### src/rtl/spine_egress_buffer.sv
// Egress buffer for one router spine output: first-word-fall-through FIFO with a valid/ready
// link side, head-flit destination extraction, occupancy status and a saturating drop counter.
module spine_egress_buffer #(
   parameter int DWIDTH       = 16,
   parameter int DEPTH        = 8,
   parameter int AFULL_THRESH = 6
) (
   input  logic                       clk,
   input  logic                       reset,
   input  logic [DWIDTH-1:0]          in_data,
   input  logic                       in_valid,
   output logic [DWIDTH-1:0]          out_data,
   output logic                       out_valid,
   output logic [5:0]                 out_dest_addr,
   input  logic                       out_ready,
   output logic [$clog2(DEPTH):0]     fifo_count,
   output logic                       full,
   output logic                       empty,
   output logic                       almost_full,
   output logic [15:0]                drop_count,
   input  logic                       drop_clr
);

   localparam int AW = $clog2(DEPTH);
   localparam int CW = AW + 1;

   logic [DWIDTH-1:0] mem_r [DEPTH];
   logic [AW-1:0]     wr_ptr_r;
   logic [AW-1:0]     rd_ptr_r;
   logic [AW-1:0]     rd_ptr_inc_s;
   logic [CW-1:0]     count_r;
   logic [CW-1:0]     count_next_s;
   logic              full_r;
   logic              empty_r;
   logic              afull_r;
   logic              out_valid_r;
   logic [DWIDTH-1:0] out_data_r;
   logic [DWIDTH-1:0] head_next_s;
   logic [15:0]       drop_count_r;
   logic [15:0]       drop_next_s;
   logic              push_s;
   logic              pop_s;
   logic              drop_s;

   // Handshake decode, next occupancy, next head flit and next drop count
   always_comb begin
      pop_s        = out_valid_r & out_ready;
      push_s       = in_valid & (~full_r | pop_s);
      drop_s       = in_valid & full_r & ~pop_s;
      rd_ptr_inc_s = rd_ptr_r + AW'(1);

      count_next_s = count_r;
      case ({push_s, pop_s})
         2'b10:   count_next_s = count_r + CW'(1);
         2'b01:   count_next_s = count_r - CW'(1);
         default: count_next_s = count_r;
      endcase

      // The head is registered: it comes from memory, or straight from in_data when the
      // incoming flit becomes the only entry.
      head_next_s = out_data_r;
      if (count_next_s == CW'(0)) begin
         head_next_s = {DWIDTH{1'b0}};
      end else if (pop_s) begin
         head_next_s = (count_r == CW'(1)) ? in_data : mem_r[rd_ptr_inc_s];
      end else if (count_r == CW'(0)) begin
         head_next_s = in_data;
      end else begin
         head_next_s = out_data_r;
      end

      drop_next_s = drop_count_r;
      if (drop_clr) begin
         drop_next_s = drop_s ? 16'h0001 : 16'h0000;
      end else if (drop_s && (drop_count_r != 16'hFFFF)) begin
         drop_next_s = drop_count_r + 16'h0001;
      end else begin
         drop_next_s = drop_count_r;
      end
   end

   // Flit storage; contents need no reset since occupancy gates visibility
   always_ff @(posedge clk) begin
      if (!reset && push_s) begin
         mem_r[wr_ptr_r] <= in_data;
      end
   end

   // Pointers, occupancy, status flags, head flit and drop counter
   always_ff @(posedge clk) begin
      if (reset) begin
         wr_ptr_r     <= {AW{1'b0}};
         rd_ptr_r     <= {AW{1'b0}};
         count_r      <= {CW{1'b0}};
         full_r       <= 1'b0;
         empty_r      <= 1'b1;
         afull_r      <= 1'b0;
         out_valid_r  <= 1'b0;
         out_data_r   <= {DWIDTH{1'b0}};
         drop_count_r <= 16'h0000;
      end else begin
         if (push_s) begin
            wr_ptr_r <= wr_ptr_r + AW'(1);
         end
         if (pop_s) begin
            rd_ptr_r <= rd_ptr_inc_s;
         end
         count_r      <= count_next_s;
         full_r       <= (count_next_s == CW'(DEPTH));
         empty_r      <= (count_next_s == CW'(0));
         afull_r      <= (count_next_s >= CW'(AFULL_THRESH));
         out_valid_r  <= (count_next_s != CW'(0));
         out_data_r   <= head_next_s;
         drop_count_r <= drop_next_s;
      end
   end

   assign out_data      = out_data_r;
   assign out_valid     = out_valid_r;
   assign out_dest_addr = out_data_r[DWIDTH-1 -: 6];
   assign fifo_count    = count_r;
   assign full          = full_r;
   assign empty         = empty_r;
   assign almost_full   = afull_r;
   assign drop_count    = drop_count_r;

endmodule

### config.mk
export PLATFORM = sky130hd
export DESIGN_NAME = spine_egress_buffer
export DESIGN_NICKNAME = d
export VERILOG_FILES = /design/src/rtl/spine_egress_buffer.sv
export SDC_FILE = /design/constraint.sdc
export NUM_CORES = 1
export LEC_CHECK = 0
export ABC_AREA = 1
export BUFFER_PORTS_ARGS = -buffer_cell sky130_fd_sc_hd__buf_2
export CAP_MARGIN = 30
export CELL_PAD_IN_SITES_DETAIL_PLACEMENT = 0
export CELL_PAD_IN_SITES_GLOBAL_PLACEMENT = 1
export CORE_UTILIZATION = 46
export DETAILED_ROUTE_END_ITERATION = 8
export GPL_TIMING_DRIVEN = 0
export PLACE_DENSITY = 0.91
export RECOVER_POWER = 100
export SLEW_MARGIN = 20
export SYNTH_ARGS = -nofsm -noshare
export SYNTH_HDL_FRONTEND = slang
export SYNTH_SLANG_ARGS = --single-unit
export TNS_END_PERCENT = 1
### constraint.sdc
create_clock -name clk -period 3.5 [get_ports clk]
set_clock_uncertainty 0.1 [all_clocks]
set_input_delay 0.175 -clock clk [delete_from_list [all_inputs] [get_ports clk]]
set_output_delay 0.175 -clock clk [all_outputs]
set_load 0.005 [all_outputs]
==> qor.tcl, run 1 <==
set qor(antennaDiodeCount) 0
set qor(endpoint) {mem_r[4][6]}
set qor(yosysTopAreaCell) {sky130_fd_sc_hd__edfxtp_1}
set qor(hpwl_um) 12800
set qor(detailedRoute.firstPassIterationCount) 4
set qor(place_ws_ns) 1.13
set qor(final_layout_size_suffix_gt1_share_pct) 13.3
set qor(fillCellCount) 1519
set qor(grt_first_pass_wirelength_um) 30000
set qor(synth_cells) 838
set qor(core_area_mm2) 0.0167
set qor(synthTopCellsByCount) {sky130_fd_sc_hd__nand2_1 (266), sky130_fd_sc_hd__edfxtp_1 (128), sky130_fd_sc_hd__inv_1 (82)}
set qor(period_minus_slack_ns) 2.80
set qor(synth_most_common_cell) {sky130_fd_sc_hd__nand2_1}
set qor(outcome) {complete, but fails checks}
set qor(antenna_left) 0
set qor(pin_count_of_the_biggest_net_entering_global_routing) 17
set qor(globalplace.congestion) 0.840
set qor(number_of_enable_flip_flop_cells_after_synthesis) 128
set qor(grt_setup_unrepaired) {no}
set qor(port-buffer-count) 65
set qor(violations_in_the_final_reports) {negative hold slack}
set qor(crit_start) {out_ready}
set qor(route.vias.total) 5941
set qor(floorplan.die_area_mm2) 0.0178
set qor(synth_ff_type) {sky130_fd_sc_hd__edfxtp_1}
set qor(mappedNetlistArea_mm2) 0.00794
set qor(finalHoldViolations) 1
set qor(design.final.nets) 979
set qor(yosysTopAreaCellShare_pct) 48.4
set qor(overflow) 0
set qor(routedWlPerCell_um) 16.0
set qor(die_x_um) 133
set qor(worst_setup_path_start_kind) {input port}
set qor(sequential_cell_area_mm2) 0.00476
set qor(cts.htree.levels) 4
set qor(multi_input_comb_area_mm2) 0.00246
set qor(cts.sink_count) 174
set qor(async_flop_share_pct) 0
set qor(total_of_flip_flops_plus_latches_after_synthesis) 174
set qor(min_delay_worst_type) {in -> reg}
set qor(critical_path_rt_ns) 3.54
set qor(clock_latency_ns) 0.43
set qor(max_slew_margin_pct) 7.13
set qor(crit_type) {in -> reg}
set qor(post-route-worst-setup-slack_ns) 0.698
set qor(synthDistinctLibCells) 39
set qor(cts_tree) {built}
set qor(postSynthNetCount) 867
set qor(finalMaxSlewViolations) 0
set qor(final-setup-viol-count) 0
set qor(ir_drop_uv) 453
set qor(power.density_mw_per_mm2) 689
set qor(ys.warnings.count) 0
set qor(fraction_of_the_yosys_area_taken_by_sequential_cells_pct) 60.0
set qor(setup.reg_to_reg.worst_slack_ns) 0.72
set qor(route.final.wire_length_um) 18900
set qor(worst_r2r_startpoint) {out_valid}
set qor(antenna_violations_before_repair) 0
set qor(cts_buffers) 17
set qor(critical_path.endpoint_type) {register}
set qor(clk_path_buf_depth) 2
set qor(layout_worst_path_cycle_share_pct) 80.0
set qor(worst_r2r_path_depth) 7
set qor(io-pin-count) 67
set qor(drv_cap) 0
set qor(row_count) 47
set qor(crit_arrival_ns) 2.84
set qor(initial_utilization_pct) 47.5
set qor(grt_util_all_layers_pct) 22.5
set qor(timing.rr.end) {mem_r[4][6]}
set qor(synthesis.area_per_instance_um2) 9.47
set qor(avgViaCountPerCell) 5.02
set qor(vias_in_the_first_global_route) 5609
set qor(post-route-drc-count) 0
set qor(fp.dieH_um) 133
set qor(clk_pin_slew_ns) 0.06
set qor(layout_stage_area_growth_over_the_synthesis_result_pct) 17.2
set qor(clock-root-buffer) {sky130_fd_sc_hd__clkbuf_16}
set qor(achievable-frequency_mhz) 357
set qor(post_cts_resize_count) 0
set qor(power_leakage_uw) 0.00382
set qor(critical_path_peak_fanout) 9
set qor(detail_route.iter0.violations) 444
set qor(worstMarginPinSlew_ns) 1.38
set qor(ys_top_cells_by_area) {sky130_fd_sc_hd__edfxtp_1 (48%), sky130_fd_sc_hd__nand2_1 (13%), sky130_fd_sc_hd__dfxtp_1 (12%)}
set qor(timing.hold.ws_ns) -0.000541
## critical path: stages
cell,delay (ns)
sky130_fd_sc_hd__dlygate4sd3_1,0.52
sky130_fd_sc_hd__buf_2,0.09
sky130_fd_sc_hd__nand2_1,0.15
sky130_fd_sc_hd__nand2_1,0.10
sky130_fd_sc_hd__nand2_1,0.12
sky130_fd_sc_hd__inv_1,0.17
sky130_fd_sc_hd__nand2_1,0.15
sky130_fd_sc_hd__nor3_1,1.07
sky130_fd_sc_hd__buf_6,0.27
## placed cells by master (no fill, tap or decap), types with 2 or more instances in the layout
cell	count
sky130_fd_sc_hd__nand2_1	269
sky130_fd_sc_hd__bufinv_16	4
sky130_fd_sc_hd__clkbuf_16	17
sky130_fd_sc_hd__nor3_1	5
sky130_fd_sc_hd__buf_1	2
sky130_fd_sc_hd__clkbuf_4	6
sky130_fd_sc_hd__dfxtp_1	46
sky130_fd_sc_hd__nor2_2	4
sky130_fd_sc_hd__buf_6	6
sky130_fd_sc_hd__inv_2	2
sky130_fd_sc_hd__nand2_4	3
sky130_fd_sc_hd__a21oi_1	35
sky130_fd_sc_hd__nand3_1	73
sky130_fd_sc_hd__clkbuf_1	42
sky130_fd_sc_hd__buf_12	2
sky130_fd_sc_hd__clkinv_1	3
sky130_fd_sc_hd__clkinv_2	2
sky130_fd_sc_hd__o21ai_0	27
sky130_fd_sc_hd__buf_2	41
sky130_fd_sc_hd__nor2_1	83
sky130_fd_sc_hd__nand2_2	5
sky130_fd_sc_hd__nand3_2	12
sky130_fd_sc_hd__inv_1	82
sky130_fd_sc_hd__clkinvlp_4	3
sky130_fd_sc_hd__inv_6	2
sky130_fd_sc_hd__clkbuf_8	3
sky130_fd_sc_hd__dlymetal6s2s_1	2
sky130_fd_sc_hd__buf_4	7
sky130_fd_sc_hd__o21bai_1	2
sky130_fd_sc_hd__edfxtp_1	128
sky130_fd_sc_hd__ha_1	8
sky130_fd_sc_hd__dlygate4sd3_1	18
sky130_fd_sc_hd__nand4_1	5
sky130_fd_sc_hd__clkinv_4	2
## state kept, by name, summed over array words and instances, names as in the netlist
signal / cells
mem_r: 128
rd_ptr_r: 3
drop_count: 16
full: 1
empty: 1
fifo_count: 4
out_data: 16
almost_full: 1
wr_ptr_r: 3
out_valid: 1
## timing repair
| action | CTS | global route |
|---|---|---|
| endpoints found under the hold margin | 133 | 0 |
| setup endpoints to repair | 0 | 0 |
| hold buffers | 18 | 0 |
| buffers inserted | 0 | 0 |
## where the power goes
part	switching (uW)	total [uW]	internal, uW
clock network	804	2020	1210
logic	1250	1930	684
registers	87.1	2460	2370
total	2140	6410	4270
## layout make-up
class | count | area share, %
sequential | 174 | 51.2
multi-input combinational | 539 | 26.5
timing repair buffer | 93 | 5.83
clock buffer | 18 | 4.72
inverter | 88 | 3.61
buffer | 37 | 3.14
tap | 220 | 2.96
clock inverter | 14 | 2.05
## metrics by stage
| stage | util [%] | TNS (ns) | total power [uW] | instance area [um2] | instances |
|---|---|---|---|---|---|
| 2_1_floorplan | - | 0 | 3860 | 7940 | 838 |
| 5_1_grt | 55.7 | 0 | 6750 | 9300 | 1183 |
| 3_3_place_gp | 51.1 | -3.89 | 4460 | 8540 | 1123 |
| 4_1_cts | 56.8 | 0 | 6520 | 9480 | 1183 |
| 6_report | 55.7 | 0 | 6410 | 9300 | 1183 |
| 3_5_place_dp | 51.9 | 0 | 4500 | 8670 | 1133 |
## kinds of logic (layout without fill, tap and decap cells)
kind of cell / after synthesis / in the layout / share of synthesized area [%]
adders and majority gates: 8 / 8 / 1.26
and+or+nand+nor: 462 / 462 / 25.4
buffers and inverters: 125 / 250 / 8.04
DFF: 174 / 174 / 60.0
xor gates and xnor gates: 1 / 1 / 0.347
AOI/OAI and AO/OA: 68 / 68 / 4.86
## how the worst min path moves through the flow
| stage | startpoint | to | slack, ns | cells past startpoint |
|---|---|---|---|---|
| floorplan | in_data[0] | mem_r[0][0] | 0.17 | 0 |
| global placement | in_data[14] | mem_r[0][14] | 0.36 | 1 |
| detailed placement | in_data[9] | mem_r[1][9] | 0.37 | 1 |
| CTS | reset | fifo_count[1] | 0.005 | 2 |
| global route | reset | fifo_count[1] | 0.03 | 2 |
| finish | reset | fifo_count[1] | -0.0005 | 2 |
## per-layer routing
layer  vias up  wire length [um]  global-route usage (%)
met4         0               341                    7.83
met1      2753              8190                    29.9
met3        31              1360                    5.18
met2       211              8990                    36.4
met5         -                 0                       0
li1       2946                 -                       -
(Power assumes the default switching activity.)
==> run 2: changes to the inputs <==
--- a/config.mk
+++ b/config.mk
@@ -10,10 +10,10 @@
 export CAP_MARGIN = 30
 export CELL_PAD_IN_SITES_DETAIL_PLACEMENT = 0
 export CELL_PAD_IN_SITES_GLOBAL_PLACEMENT = 1
-export CORE_UTILIZATION = 46
+export CORE_UTILIZATION = 42
 export DETAILED_ROUTE_END_ITERATION = 8
 export GPL_TIMING_DRIVEN = 0
-export PLACE_DENSITY = 0.91
+export PLACE_DENSITY = 0.88
 export RECOVER_POWER = 100
 export SLEW_MARGIN = 20
 export SYNTH_ARGS = -nofsm -noshare
==> constraint.sdc (replaced) <==
create_clock -name clk -period 2.4 [get_ports clk]
set_clock_uncertainty 0.1 [all_clocks]
set_input_delay 0.12 -clock clk [delete_from_list [all_inputs] [get_ports clk]]
set_output_delay 0.12 -clock clk [all_outputs]
set_load 0.005 [all_outputs]
==> run 2 against run 1 <==
Effect of this change:
- the run now ends clean
- final cell count up 0.85%
- register-to-register slack lost 0.62 ns
- sequential power increased by 46%
- sequential share of layout area decreased by 0.31 points
- combinational power is 51% higher
- wire length fell by 1.2%
- clock power rose by 25%
- die area rose by 9.4%
- cell area increased by 0.61%
- total power rose by 41%
- critical path depth down 2
==> qor.tcl, run 2 (synthesis results as in run 1) <==
set qor(largest_register_ff_count) 128
set qor(initial_utilization_pct) 43.6
set qor(floorplan.die_area_mm2) 0.0194
set qor(vias_in_the_first_global_route) 5567
set qor(min_delay_worst_type) {reg -> reg}
set qor(port-buffer-count) 65
set qor(power_leakage_uw) 0.00383
set qor(design.final.nets) 980
set qor(antenna_left) 0
set qor(timing.critical_path.slowest_stage_cell) {sky130_fd_sc_hd__nor2_2}
set qor(finalHoldViolations) 0
set qor(grt_first_pass_wirelength_um) 29600
set qor(detailedRoute.firstPassIterationCount) 5
set qor(clock_latency_ns) 0.43
set qor(crit_arrival_ns) 2.35
set qor(layout_stage_area_growth_over_the_synthesis_result_pct) 17.9
set qor(timing.hold.ws_ns) 0.420
set qor(die_x_um) 139
set qor(antennaDiodeCount) 0
set qor(final_util_pct) 51.4
set qor(achievable-frequency_mhz) 434
set qor(fp.dieH_um) 139
set qor(grt_setup_unrepaired) {yes}
set qor(totalNegativeSetupSlack_ns) 0
set qor(instances_no_fill) 1193
set qor(layout_common_cells) {sky130_fd_sc_hd__nand2_1 (268), sky130_fd_sc_hd__edfxtp_1 (128), sky130_fd_sc_hd__inv_1 (82), sky130_fd_sc_hd__nand3_1 (73), sky130_fd_sc_hd__nor2_1 (71)}
set qor(ir_drop_uv) 594
set qor(io-pin-count) 67
set qor(finalMaxSlewViolations) 0
set qor(dpl.cell_count) 1141
set qor(grt_util_all_layers_pct) 20.1
set qor(clk_pin_slew_ns) 0.06
set qor(core_area_mm2) 0.0182
set qor(power.density_mw_per_mm2) 964
set qor(antenna_violations_before_repair) 0
set qor(cp.buffers_inverters) 2
set qor(overflow) 0
set qor(critical_path_peak_fanout) 9
set qor(worst_setup_path_start_kind) {register}
set qor(globalplace.congestion) 0.835
set qor(cts_tree) {built}
set qor(max_slew_margin_pct) 56.0
set qor(crit_type) {reg -> reg}
set qor(final_layout_size_suffix_gt1_share_pct) 16.0
set qor(layout_worst_path_cycle_share_pct) 95.9
set qor(final-setup-viol-count) 0
set qor(worstMarginPinSlew_ns) 0.659
set qor(avgViaCountPerCell) 4.97
set qor(cts.htree.levels) 4
set qor(worst_path_dominant_cell_family) {simple AND/OR/NAND/NOR gates}
set qor(fillCellCount) 1614
set qor(setup.reg_to_reg.worst_slack_ns) 0.1
set qor(clock-root-buffer) {sky130_fd_sc_hd__clkbuf_16}
set qor(period_minus_slack_ns) 2.30
set qor(routedWlPerCell_um) 15.6
set qor(top_register) {mem_r}
set qor(route.vias.total) 5927
set qor(largest_stage_delay_worst_path_ns) 0.60
set qor(cts.sink_count) 174
set qor(clk_path_buf_depth) 2
set qor(layout.cells.most_common) {sky130_fd_sc_hd__nand2_1}
set qor(route.final.wire_length_um) 18700
set qor(detail_route.iter0.violations) 351
set qor(pin_count_of_the_biggest_net_entering_global_routing) 17
set qor(outcome) {complete, no violations}
set qor(crit_path_frequent_cell) {sky130_fd_sc_hd__nand2_1}
set qor(hpwl_um) 12600
set qor(crit_path_cell_trace) {nand2_2 -> nand2_1 -> nand2_1 -> inv_1 -> nand3_1 -> nor2_2 -> buf_8}
set qor(row_count) 49
set qor(post-route-drc-count) 0
set qor(critical_path.endpoint_type) {register}
set qor(cts_buffers) 17
set qor(drv_cap) 0
set qor(critical_path_rt_ns) 2.44
==> run 2: worst reg2reg max path: cells and delay by family, from the launching register on <==
family | cells | cell delay [ns]
buf+inv | 2 | 0.40
flops | 1 | 0.35
simple gates | 5 | 1.16
==> run 2: path summary, 6_finish.rpt <==
kind                                    start            end  cells after the start
worst max-delay path                out_valid    mem_r[3][7]                      7
worst min-delay path            drop_count[7]  drop_count[7]                      2
worst max register to register      out_valid    mem_r[3][7]                      7
worst min register to register  drop_count[7]  drop_count[7]                      2
==> run 2: where the power goes <==
group	internal (uW)	leakage [uW]	switching, uW	total (uW)
Combinational	1040	0.00204	1870	2910
Sequential	3450	0.00153	132	3590
Clock	1390	0.000258	1130	2530
==> run 2: area by class of cell <==
cell class                 instances  area [um2]  share of cell area [%]
inverter                          88         339                    3.62
clock inverter                    11        67.6                   0.722
tap                              229         287                    3.06
clock buffer                      21         470                    5.03
multi-input combinational        539        2550                    27.3
buffer                            37         292                    3.12
timing repair buffer              94         586                    6.26
sequential                       174        4760                    50.9
==> run 2: what timing repair did <==
item	4_1_cts	5_1_grt
endpoints found under the hold margin	140	0
gates resized for setup	0	6
hold buffers	20	0
setup buffers	0	0
endpoints found under the setup margin	0	43
==> run 2: layer usage <==
| layer | up-vias | part of all wire [%] | GRT usage (%) |
|---|---|---|---|
| met1 | 2783 | 44 | 26.3 |
| met5 | - | 0 | 0 |
| met4 | 0 | 1.7 | 6.26 |
| li1 | 2954 | - | - |
| met2 | 164 | 48 | 32.5 |
| met3 | 26 | 6.2 | 5.37 |
==> run 2: stage by stage <==
step | setup WS (ns) | area [um2] | total power (uW)
finish | 0.0972 | 9360 | 9020
global placement | -1.39 | 8550 | 6490
detailed placement | 0.0339 | 8670 | 6540
CTS | 0.00239 | 9410 | 9080
floorplan | -0.0748 | 7940 | 5630
global route | -0.0418 | 9360 | 9530
==> run 3: changes to the inputs <==
--- a/config.mk
+++ b/config.mk
@@ -10,10 +10,10 @@
 export CAP_MARGIN = 30
 export CELL_PAD_IN_SITES_DETAIL_PLACEMENT = 0
 export CELL_PAD_IN_SITES_GLOBAL_PLACEMENT = 1
-export CORE_UTILIZATION = 42
+export CORE_UTILIZATION = 46
 export DETAILED_ROUTE_END_ITERATION = 8
 export GPL_TIMING_DRIVEN = 0
-export PLACE_DENSITY = 0.88
+export PLACE_DENSITY = 0.91
 export RECOVER_POWER = 100
 export SLEW_MARGIN = 20
 export SYNTH_ARGS = -nofsm -noshare
==> constraint.sdc (replaced) <==
create_clock -name clk -period 2.6 [get_ports clk]
set_clock_uncertainty 0.1 [all_clocks]
set_input_delay 0.13 -clock clk [delete_from_list [all_inputs] [get_ports clk]]
set_output_delay 0.13 -clock clk [all_outputs]
set_load 0.005 [all_outputs]
==> run 3 against run 2 <==
Effect of this change:
- critical path depth grew 2
- final cell count decreased by 0.67%
- setup slack better by 0.060 ns
- clock power up 7%
- non-clock buffer count increased by 1
- clock-buffer cell count is 3 lower
- sequential power fell by 7.8%
- global-route usage up 2.5 points
- combinational power is 11% lower
- sequential share of layout area up 0.16 points
- fmax fell by 5.7%
- die area decreased by 8.6%
==> qor.tcl, run 3 (synthesis results as in run 1) <==
set qor(outcome) {complete, no violations}
set qor(worst_r2r_path_depth) 9
set qor(crit_arrival_ns) 2.71
set qor(design.final.nets) 981
set qor(power_leakage_uw) 0.00385
set qor(layout_worst_path_cycle_share_pct) 93.9
set qor(pin_count_of_the_biggest_net_entering_global_routing) 17
set qor(cts_buffers) 17
set qor(total_switching_power_uw) 2890
set qor(largest_register_ff_count) 128
set qor(largest_stage_delay_worst_path_ns) 0.91
set qor(layout.cells.most_common) {sky130_fd_sc_hd__nand2_1}
set qor(place_ws_ns) 0.233
set qor(timing.critical_path.slowest_stage_cell) {sky130_fd_sc_hd__xnor2_1}
set qor(finalHoldViolations) 0
set qor(crit_path_cell_trace) {ha_1 -> xnor2_1 -> inv_4 -> buf_4 -> nand3_2 -> nand3_2 -> nand2_1 -> nand2_1 -> nor2_1}
set qor(hpwl_um) 12800
set qor(final_util_pct) 55.8
set qor(overflow) 0
set qor(core_area_mm2) 0.0167
set qor(io-pin-count) 67
set qor(top_register) {mem_r}
set qor(detailedRoute.firstPassIterationCount) 5
set qor(routedWlPerCell_um) 16.0
set qor(achievable-frequency_mhz) 409
set qor(antenna_violations_before_repair) 0
set qor(drv_cap) 0
set qor(route.vias.total) 5964
set qor(post-route-drc-count) 0
set qor(finalMaxSlewViolations) 0
set qor(final_layout_size_suffix_gt1_share_pct) 13.9
set qor(critical_path_rt_ns) 2.87
set qor(fp.dieH_um) 133
set qor(row_count) 47
set qor(port-buffer-count) 65
set qor(fillCellCount) 1512
set qor(post_cts_buffers) 0
set qor(cts.sink_count) 174
set qor(layout_stage_area_growth_over_the_synthesis_result_pct) 17.5
set qor(crit_type) {reg -> reg}
set qor(clock_latency_ns) 0.43
set qor(route.final.wire_length_um) 18900
set qor(grt_util_all_layers_pct) 22.5
set qor(worst_setup_path_start_kind) {register}
set qor(net_sw_share_pct) 33.5
set qor(min_delay_worst_type) {reg -> reg}
set qor(clk_pin_slew_ns) 0.07
set qor(clk_path_buf_depth) 2
set qor(initial_utilization_pct) 47.5
set qor(final-setup-viol-count) 0
set qor(worst_r2r_startpoint) {rd_ptr_r[0]}
set qor(cts_tree) {built}
set qor(power.total_uw) 8620
set qor(floorplan.die_area_mm2) 0.0178
set qor(grt_first_pass_wirelength_um) 30000
set qor(cts.htree.levels) 4
set qor(antennaDiodeCount) 0
set qor(post_cts_resize_count) 0
set qor(timing.rr.end) {out_data[2]}
set qor(ir_drop_uv) 614
set qor(crit_start) {rd_ptr_r[0]}
set qor(cellInternalPower_uw) 5730
set qor(die_x_um) 133
set qor(post-route-worst-setup-slack_ns) 0.157
set qor(power.density_mw_per_mm2) 924
set qor(globalplace.congestion) 0.840
set qor(endpoint) {out_data[2]}
set qor(vias_in_the_first_global_route) 5606
set qor(detail_route.iter0.violations) 478
set qor(critical_path.endpoint_type) {register}
set qor(critical_path_peak_fanout) 10
set qor(combinational_fraction_of_design_power_pct) 30.2
set qor(antenna_left) 0
set qor(layout_common_cells) {sky130_fd_sc_hd__nand2_1 (270), sky130_fd_sc_hd__edfxtp_1 (128), sky130_fd_sc_hd__inv_1 (82), sky130_fd_sc_hd__nor2_1 (82), sky130_fd_sc_hd__nand3_1 (73)}
set qor(p_clk_share_pct) 31.5
set qor(worstMarginPinSlew_ns) 1.17
set qor(avgViaCountPerCell) 5.03
set qor(setup.reg_to_reg.worst_slack_ns) 0.16
set qor(power.share.sequential_pct) 38.4
set qor(clock-root-buffer) {sky130_fd_sc_hd__clkbuf_16}
set qor(grt_setup_unrepaired) {no}
set qor(max_slew_margin_pct) 21.4
set qor(period_minus_slack_ns) 2.44
==> run 3: cell count changes in the layout (fill, tap and decap cells not counted), sizes merged <==
cell	change
clkbuf	+3
clkinv	-2
bufinv	+4
buf	-5
clkinvlp	-1
inv	+2
==> run 3: worst min-delay path by stage <==
stage | depth (start not counted) | slack (ns) | from | to
global route | 2 | 0.44 | drop_count[7] | drop_count[7]
global placement | 1 | 0.32 | in_data[14] | mem_r[0][14]
floorplan | 0 | 0.13 | in_data[0] | mem_r[0][0]
CTS | 2 | 0.41 | drop_count[7] | drop_count[7]
detailed placement | 1 | 0.32 | in_data[9] | mem_r[1][9]
finish | 2 | 0.40 | drop_count[7] | drop_count[7]
==> run 3: layer usage <==
layer  wire (um)  global-route usage (%)
met1        8270                    29.9
met2        8960                    36.3
met3        1310                    5.18
met4         376                    7.83
met5           0                       0
==> run 3: cell type report <==
class                      count  area, um2  share of cell area [%]
sequential                   174       4760                    51.1
inverter                      88        339                    3.64
clock buffer                  18        439                    4.71
clock inverter                14        190                    2.04
tap                          220        275                    2.95
buffer                        37        279                    2.99
multi-input combinational    539       2470                    26.4
timing repair buffer          95        573                    6.14
==> run 3: stage by stage <==
| step | std cells | instance area, um2 | hold WS, ns | setup TNS, ns |
|---|---|---|---|---|
| global placement | 1123 | 8540 | 0.316 | -68.80 |
| detailed placement | 1133 | 8670 | 0.322 | 0 |
| CTS | 1185 | 9500 | 0.414 | 0 |
| finish | 1185 | 9330 | 0.403 | 0 |
| global route | 1185 | 9330 | 0.438 | 0 |
| floorplan | 838 | 7940 | 0.129 | 0 |
==> run 3: power groups by stage <==
stage	combinational [uW]	sequential [uW]	clock [uW]
4_1_cts	2730	3310	2740
5_1_grt	2890	3330	2860
2_1_floorplan	1830	3360	0
3_5_place_dp	2690	3370	0
6_report	2600	3310	2710
3_3_place_gp	2630	3360	0
==> run 3: critical path, delay by kind of cell, from the launching register on <==
kind / cells / cell delay, ns
XOR/XNOR: 1 / 0.91
AND/OR/NAND/NOR: 5 / 0.43
buffers and inverters: 2 / 0.42
flip-flops: 1 / 0.32
adder cells (fa/ha/maj): 1 / 0.21
==> run 3: timing repair <==
action	4_1_cts	5_1_grt
hold buffers	20	0
endpoints found under the hold margin	140	0
endpoints found under the setup margin	0	0
